## src/rtl/ste_minmax_hold.sv

```systemverilog
// ste_minmax_hold: running min/max/count tracker with display hold and sticky limit flags, all outputs registered
module ste_minmax_hold #(
  parameter int DATA_W = 16,
  parameter int CNT_W  = 16
) (
  input  logic              clk,
  input  logic              rst,
  input  logic [DATA_W-1:0] din_i,
  input  logic              din_update_i,
  input  logic              en_i,
  input  logic              clr_i,
  input  logic              hold_i,
  input  logic [DATA_W-1:0] lim_hi_i,
  input  logic [DATA_W-1:0] lim_lo_i,
  output logic [DATA_W-1:0] cur_o,
  output logic [DATA_W-1:0] min_o,
  output logic [DATA_W-1:0] max_o,
  output logic [CNT_W-1:0]  cnt_o,
  output logic              valid_o,
  output logic              over_o,
  output logic              under_o,
  output logic              hold_o,
  output logic              dout_update_o
);
  typedef enum logic [1:0] {IDLE, EMPTY, TRACK, HOLD} state_t;
  state_t state, state_nx;
  logic acc;
  always_comb begin
    state_nx = state;
    acc = 1'b0;
    if (clr_i) state_nx = en_i ? EMPTY : IDLE;
    else if (!en_i) state_nx = IDLE;
    else if (state == IDLE) state_nx = valid_o ? TRACK : EMPTY;
    else if (state == HOLD) state_nx = hold_i ? HOLD : (valid_o ? TRACK : EMPTY);
    else if (hold_i) state_nx = HOLD;
    else if (din_update_i) begin
      acc = 1'b1;
      state_nx = TRACK;
    end
  end
  always_ff @(posedge clk) begin
    if (rst || clr_i) begin
      state <= rst ? IDLE : state_nx;
      cur_o <= '0;
      min_o <= '1;
      max_o <= '0;
      cnt_o <= '0;
      valid_o <= 1'b0;
      over_o <= 1'b0;
      under_o <= 1'b0;
      hold_o <= 1'b0;
      dout_update_o <= 1'b0;
    end else begin
      state <= state_nx;
      hold_o <= state_nx == HOLD;
      dout_update_o <= acc;
      if (acc) begin
        cur_o <= din_i;
        cnt_o <= cnt_o + {{(CNT_W-1){1'b0}}, ~&cnt_o};
        min_o <= (state == EMPTY || din_i < min_o) ? din_i : min_o;
        max_o <= (state == EMPTY || din_i > max_o) ? din_i : max_o;
        valid_o <= 1'b1;
        over_o <= over_o | (din_i > lim_hi_i);
        under_o <= under_o | (din_i < lim_lo_i);
      end
    end
  end
endmodule

```

## config.mk

```make
export PLATFORM = sky130hd
export DESIGN_NAME = ste_minmax_hold
export DESIGN_NICKNAME = d
export VERILOG_FILES = /design/src/rtl/ste_minmax_hold.sv
export SDC_FILE = /design/constraint.sdc
export NUM_CORES = 1
export LEC_CHECK = 0
export BUFFER_PORTS_ARGS = -buffer_cell sky130_fd_sc_hd__clkbuf_2
export CORE_UTILIZATION = 49
export CTS_BUF_LIST = sky130_fd_sc_hd__clkbuf_4 sky130_fd_sc_hd__clkbuf_8
export CTS_CLUSTER_SIZE = 20
export DETAILED_ROUTE_END_ITERATION = 16
export PLACE_DENSITY = 0.88
export SYNTH_ARGS = -nofsm -noshare
export SYNTH_HDL_FRONTEND = slang
export SYNTH_SLANG_ARGS = --single-unit
```

## constraint.sdc

```tcl
create_clock -name clk -period 2.35 [get_ports clk]
set_input_delay 0.235 -clock clk [delete_from_list [all_inputs] [get_ports clk]]
set_output_delay 0.235 -clock clk [all_outputs]
set_load 0.1 [all_outputs]
```

After elaboration in Yosys (flattened, before gate mapping):

Cells that the tools add are included.

* eq/ne operators: 3
* $lt $le $gt $ge: 4
* shift operators: 0
* bitwise gates (word level): 2
* add/subtract/negate cells: 1
* reduce and logical (&&, ||, !) cells: 8
* multiplexer cells: 17
* div/mod/pow operators: 0
* $mul: 0

Operators by type and width (number)
* 16-bit > comparator: 2
* 16-bit < comparator: 2
* 2-bit two-way mux: 10
* 16-bit by 1-bit adder with 16-bit output: 1
* 16-bit AND reduction: 1
* 1-bit two-way mux: 7
* 2-bit == test (second input constant): 2
* 2-bit AND reduction: 2
* 1-bit logical OR: 3
* 2-bit by 1-bit == test with 1-bit output (second input constant): 1
* 2-bit zero test: 1
* 1-bit bitwise OR: 2
* 1-bit zero test: 1

* bits of input ports: 54
* bits in registers: 71
* logic and storage cells: 45
* bits in latches: 0
* memory bits (read-only): 0
* bits in writable memories: 0
* memories kept: 0

Depth between registers and ports, before layout:

* word-level depth: 8
* depth in mapped cells: 10

Worst setup path after synthesis:

OpenSTA, ideal clock, no wires.

* kind: reg-to-reg
* from: reg cnt_o[6]
* to: reg cnt_o[8]
* setup slack: -0.865 ns
* arrival: 3.088 ns
* cell stages (with the launch flop): 11
* clock period less this slack: 3.215 ns
* path through: dfxtp_1 nand4_1 nor4_1 nand3_1 or3_1 ha_1 ha_1 nand4_1 nor2_1 xnor2_1 nor2_1

* word-level cells in the longest chain between the ends: 3

Ends and longest elaborated chain
* start, declared: RTL line 18 `output logic [CNT_W-1:0] cnt_o,`
* start signal, assigned: RTL line 59 `cnt_o <= cnt_o + {{(CNT_W-1){1'b0}}, ~&cnt_o};`
* 16-bit AND reduction: RTL line 59
* 1-bit zero test: RTL line 59
* 16-bit by 1-bit adder with 16-bit output *: RTL line 59

Every way passes the cells marked *; elsewhere a longest branch is shown, timed or not.
A chain may end at the register's enable or synchronous reset.

Final worst setup path:

* from: reg cnt_o[8]
* to: reg cnt_o[6]

* word-level cells in the longest chain between the ends: 3

Ends and longest elaborated chain (RTL line)
* 16-bit AND reduction: 59
* 1-bit zero test: 59
* 16-bit by 1-bit adder with 16-bit output: 59

No other way between the ends.

==> impl_metrics.env <==
export IMPL_cts_path_max_buffers=2
export IMPL_dr_pass1_iters=4
export IMPL_min_path_cells=2
export IMPL_max_cap_violations=0
export IMPL_synth_adder_area_share_pct=18.7
export IMPL_antenna_left=0
export IMPL_dr_wl_met2_mm=6.44
export IMPL_synth_edff_count=0
export IMPL_drive_gt1_share_pct=32.6
export IMPL_dieArea_um2=9100
export IMPL_synth_area_mux_share_pct=0
export IMPL_syn_area_um2=4280
export IMPL_initial_core_util_pct=51.3
export IMPL_ys_warn_count=0
export IMPL_vias_per_cell=5.56
export IMPL_relSlewSlack_pct=43.1
export IMPL_clock_latency_ns=0.35
export IMPL_clock_fmax_mhz=437
export IMPL_arrival_ns=2.51
export IMPL_synthSimpleGateAreaFrac_pct=22.2
export IMPL_worstSetupPathType="flip-flop to flip-flop"
export IMPL_synth_compound_area_share_pct=14.7
export IMPL_r2r_cells=10
export IMPL_crit_path_top_delay_cell="dfxtp_4"
export IMPL_dr_max_layer_used="met4"
export IMPL_total_power_uw=2670
export IMPL_finalWirelength_mm=12.2
export IMPL_syn_to_final_growth_pct=28.8
export IMPL_tns_ns=0
export IMPL_start_kind="flip-flop"
export IMPL_ir_drop_uv=247
export IMPL_p_leak_uw=0.00263
export IMPL_path_clk_slew_ns=0.08
export IMPL_ys_seq_area_share_pct=33.2
export IMPL_cp_depth=10
export IMPL_numCtsBuffers=9
export IMPL_gp_congestion=0.924
export IMPL_port_buffers=122
export IMPL_htreeDepth=3
export IMPL_max_slew_worst_pin_slew_ns=0.851
export IMPL_diodes=0
export IMPL_critPathCaptureType="flip-flop"
export IMPL_ys_top_cells_by_area="dfxtp_1 (33%), ha_1 (19%), nand3_1 (6.4%)"
export IMPL_slew_violations=0
export IMPL_grt_pass1_wl_mm=19.7
export IMPL_status="finished clean"
export IMPL_fin_crit_sh_pct=97.3
export IMPL_root_buffer="clkbuf_8"
export IMPL_boundaryPins=123
export IMPL_rsz0062_at_grt="yes"
export IMPL_cts_tree="built"
export IMPL_synth_xor_area_share_pct=2.87
export IMPL_drt_first_iter_violations=159
export IMPL_synth_ff_type="dfxtp_1"
export IMPL_fillers=713
export IMPL_period_minus_slack_ns=2.29
export IMPL_hold_viol=0
export IMPL_dp_hpwl_mm=9.35
export IMPL_num_rows=33
export IMPL_grt_usage_pct=28.1
export IMPL_grt_pass1_vias=4354
export IMPL_synthArstFlopShare_pct=0
export IMPL_route_detailed_drc=0
export IMPL_cp_required_ns=2.57
export IMPL_cp_max_fo=5
export IMPL_clock_skew_final_ns=0.00777
export IMPL_netlist_instances=551
export IMPL_wl_per_cell_um=15.3
export IMPL_wl_met1_mm=4.75
export IMPL_final_net_count=806
export IMPL_powerDensity_nw_per_um2=484
export IMPL_synth_nets=669
export IMPL_whs_ns=0.114
export IMPL_synth_area_per_cell_um2=7.76
export IMPL_core_area_um2=8340
export IMPL_setup_viol=0
export IMPL_worstHoldPathType="input pin to flip-flop"
export IMPL_grt_overflow=0
export IMPL_synthDominantAreaCellType="dfxtp_1"
export IMPL_ys_top_cells_by_count="dfxtp_1 (71), nand2_1 (69), inv_1 (66)"
export IMPL_cpLargestDelayFamily="simple AND/OR/NAND/NOR gates"
export IMPL_vias=4436
export IMPL_synth_most_common_cell="dfxtp_1"
export IMPL_cpPeakStageDelay_ns=0.36
export IMPL_clock_sinks=71
export IMPL_crit_chain="nand4_1 -> nor4_4 -> nand3_2 -> or3_4 -> ha_4 -> ha_4 -> nand4_1 -> buf_4 -> xor2_1 -> nor2_1"
export IMPL_worst_path_buf_inv=1
export IMPL_ys_types=44
export IMPL_synth_top_area_share_pct=33.2
export IMPL_grt_antenna_before_repair=0
export IMPL_route_met3_wl_um=628
export IMPL_die_w_um=95.4
export IMPL_die_h_um=95.4
export IMPL_synth_seq_cells=71
export IMPL_grt_max_degree=40
export IMPL_synth_top_family_by_area="simple AND/OR/NAND/NOR gates"
path summary, 6_finish.rpt:
kind	from	endpoint	slack, ns
setup / recovery	cnt_o[8]$_SDFFE_PN0P_	cnt_o[6]$_SDFFE_PN0P_	0.06
hold / removal	rst	state[1]$_DFF_P_	0.11
hold reg to reg	cur_o[12]$_SDFFE_PN0P_	cur_o[12]$_SDFFE_PN0P_	0.46
setup reg to reg	cnt_o[8]$_SDFFE_PN0P_	cnt_o[6]$_SDFFE_PN0P_	0.06
layout make-up:
class                   instances  area (um2)  share of cell area, %
clock buffers                  10         131                   2.38
flip-flops and latches         71        1500                   27.2
multi-input cells             390        2590                   47.1
repair buffers                148         806                   14.6
clock inverters                 6        92.6                   1.68
well taps                     105         131                   2.38
inverters                      68         258                   4.68
per-stage QoR:
stage               area [um2]  cells  utilization [%]  setup WS [ns]
floorplan                 4420    551                -         -0.128
detailed placement        5220    775             62.6        -0.0804
CTS                       5470    793             65.6        0.00845
global route              5510    798             66.1        -0.0386
finish                    5510    798             66.1         0.0635
global placement          5220    775             62.6         0.0361
power breakdown:
group | switching [uW] | total [uW] | internal [uW] | leakage (uW)
combinational | 219 | 360 | 140 | 0.00193
sequential | 4.78 | 1200 | 1200 | 0.000583
clock | 490 | 1110 | 618 | 0.000115
kinds of logic after synthesis:
kind of cell	count (synthesis)
adders and majority gates	64
and+or+nand+nor	201
AOI/OAI and AO/OA	111
DFF	71
buffers and inverters	90
xor gates and xnor gates	14
state kept, by name (all words and copies together) (netlist names):
register / count
cnt_o: 16
cur_o: 16
dout_update_o: 1
hold_o: 1
max_o: 16
min_o: 16
over_o: 1
state: 2
under_o: 1
valid_o: 1
layer usage:
layer	GRT usage [%]	vias up
met5	0	-
met4	14.8	0
met3	4.94	33
met2	52.1	143
met1	30.0	2100
li1	-	2160
timing repair:
| action | in CTS | in global routing |
|---|---|---|
| endpoints found under the setup margin | 5 | 6 |
| hold buffers | 0 | 0 |
| pin swaps | 0 | 5 |
| gates resized for setup | 1 | 1 |
| endpoints found under the hold margin | 0 | 0 |
| setup buffers | 2 | 5 |
cell usage in the layout, fill, tap and decap left out, types with 3 or more instances in the layout:
| master | count |
|---|---|
| nor2_1 | 35 |
| o21ai_0 | 10 |
| nor2b_1 | 4 |
| xor2_1 | 6 |
| dfxtp_4 | 8 |
| a31oi_1 | 3 |
| ha_1 | 62 |
| o21ai_1 | 34 |
| a21oi_1 | 42 |
| inv_1 | 66 |
| a211oi_1 | 4 |
| nand4_1 | 14 |
| nand3_1 | 53 |
| clkbuf_2 | 122 |
| dfxtp_1 | 26 |
| nor3_1 | 5 |
| xnor2_1 | 8 |
| clkbuf_8 | 9 |
| nand2_1 | 69 |
| o211ai_1 | 4 |
| a21o_1 | 4 |
| buf_4 | 26 |
| dfxtp_2 | 37 |
No activity file was read; power rests on OpenSTA's default activity.
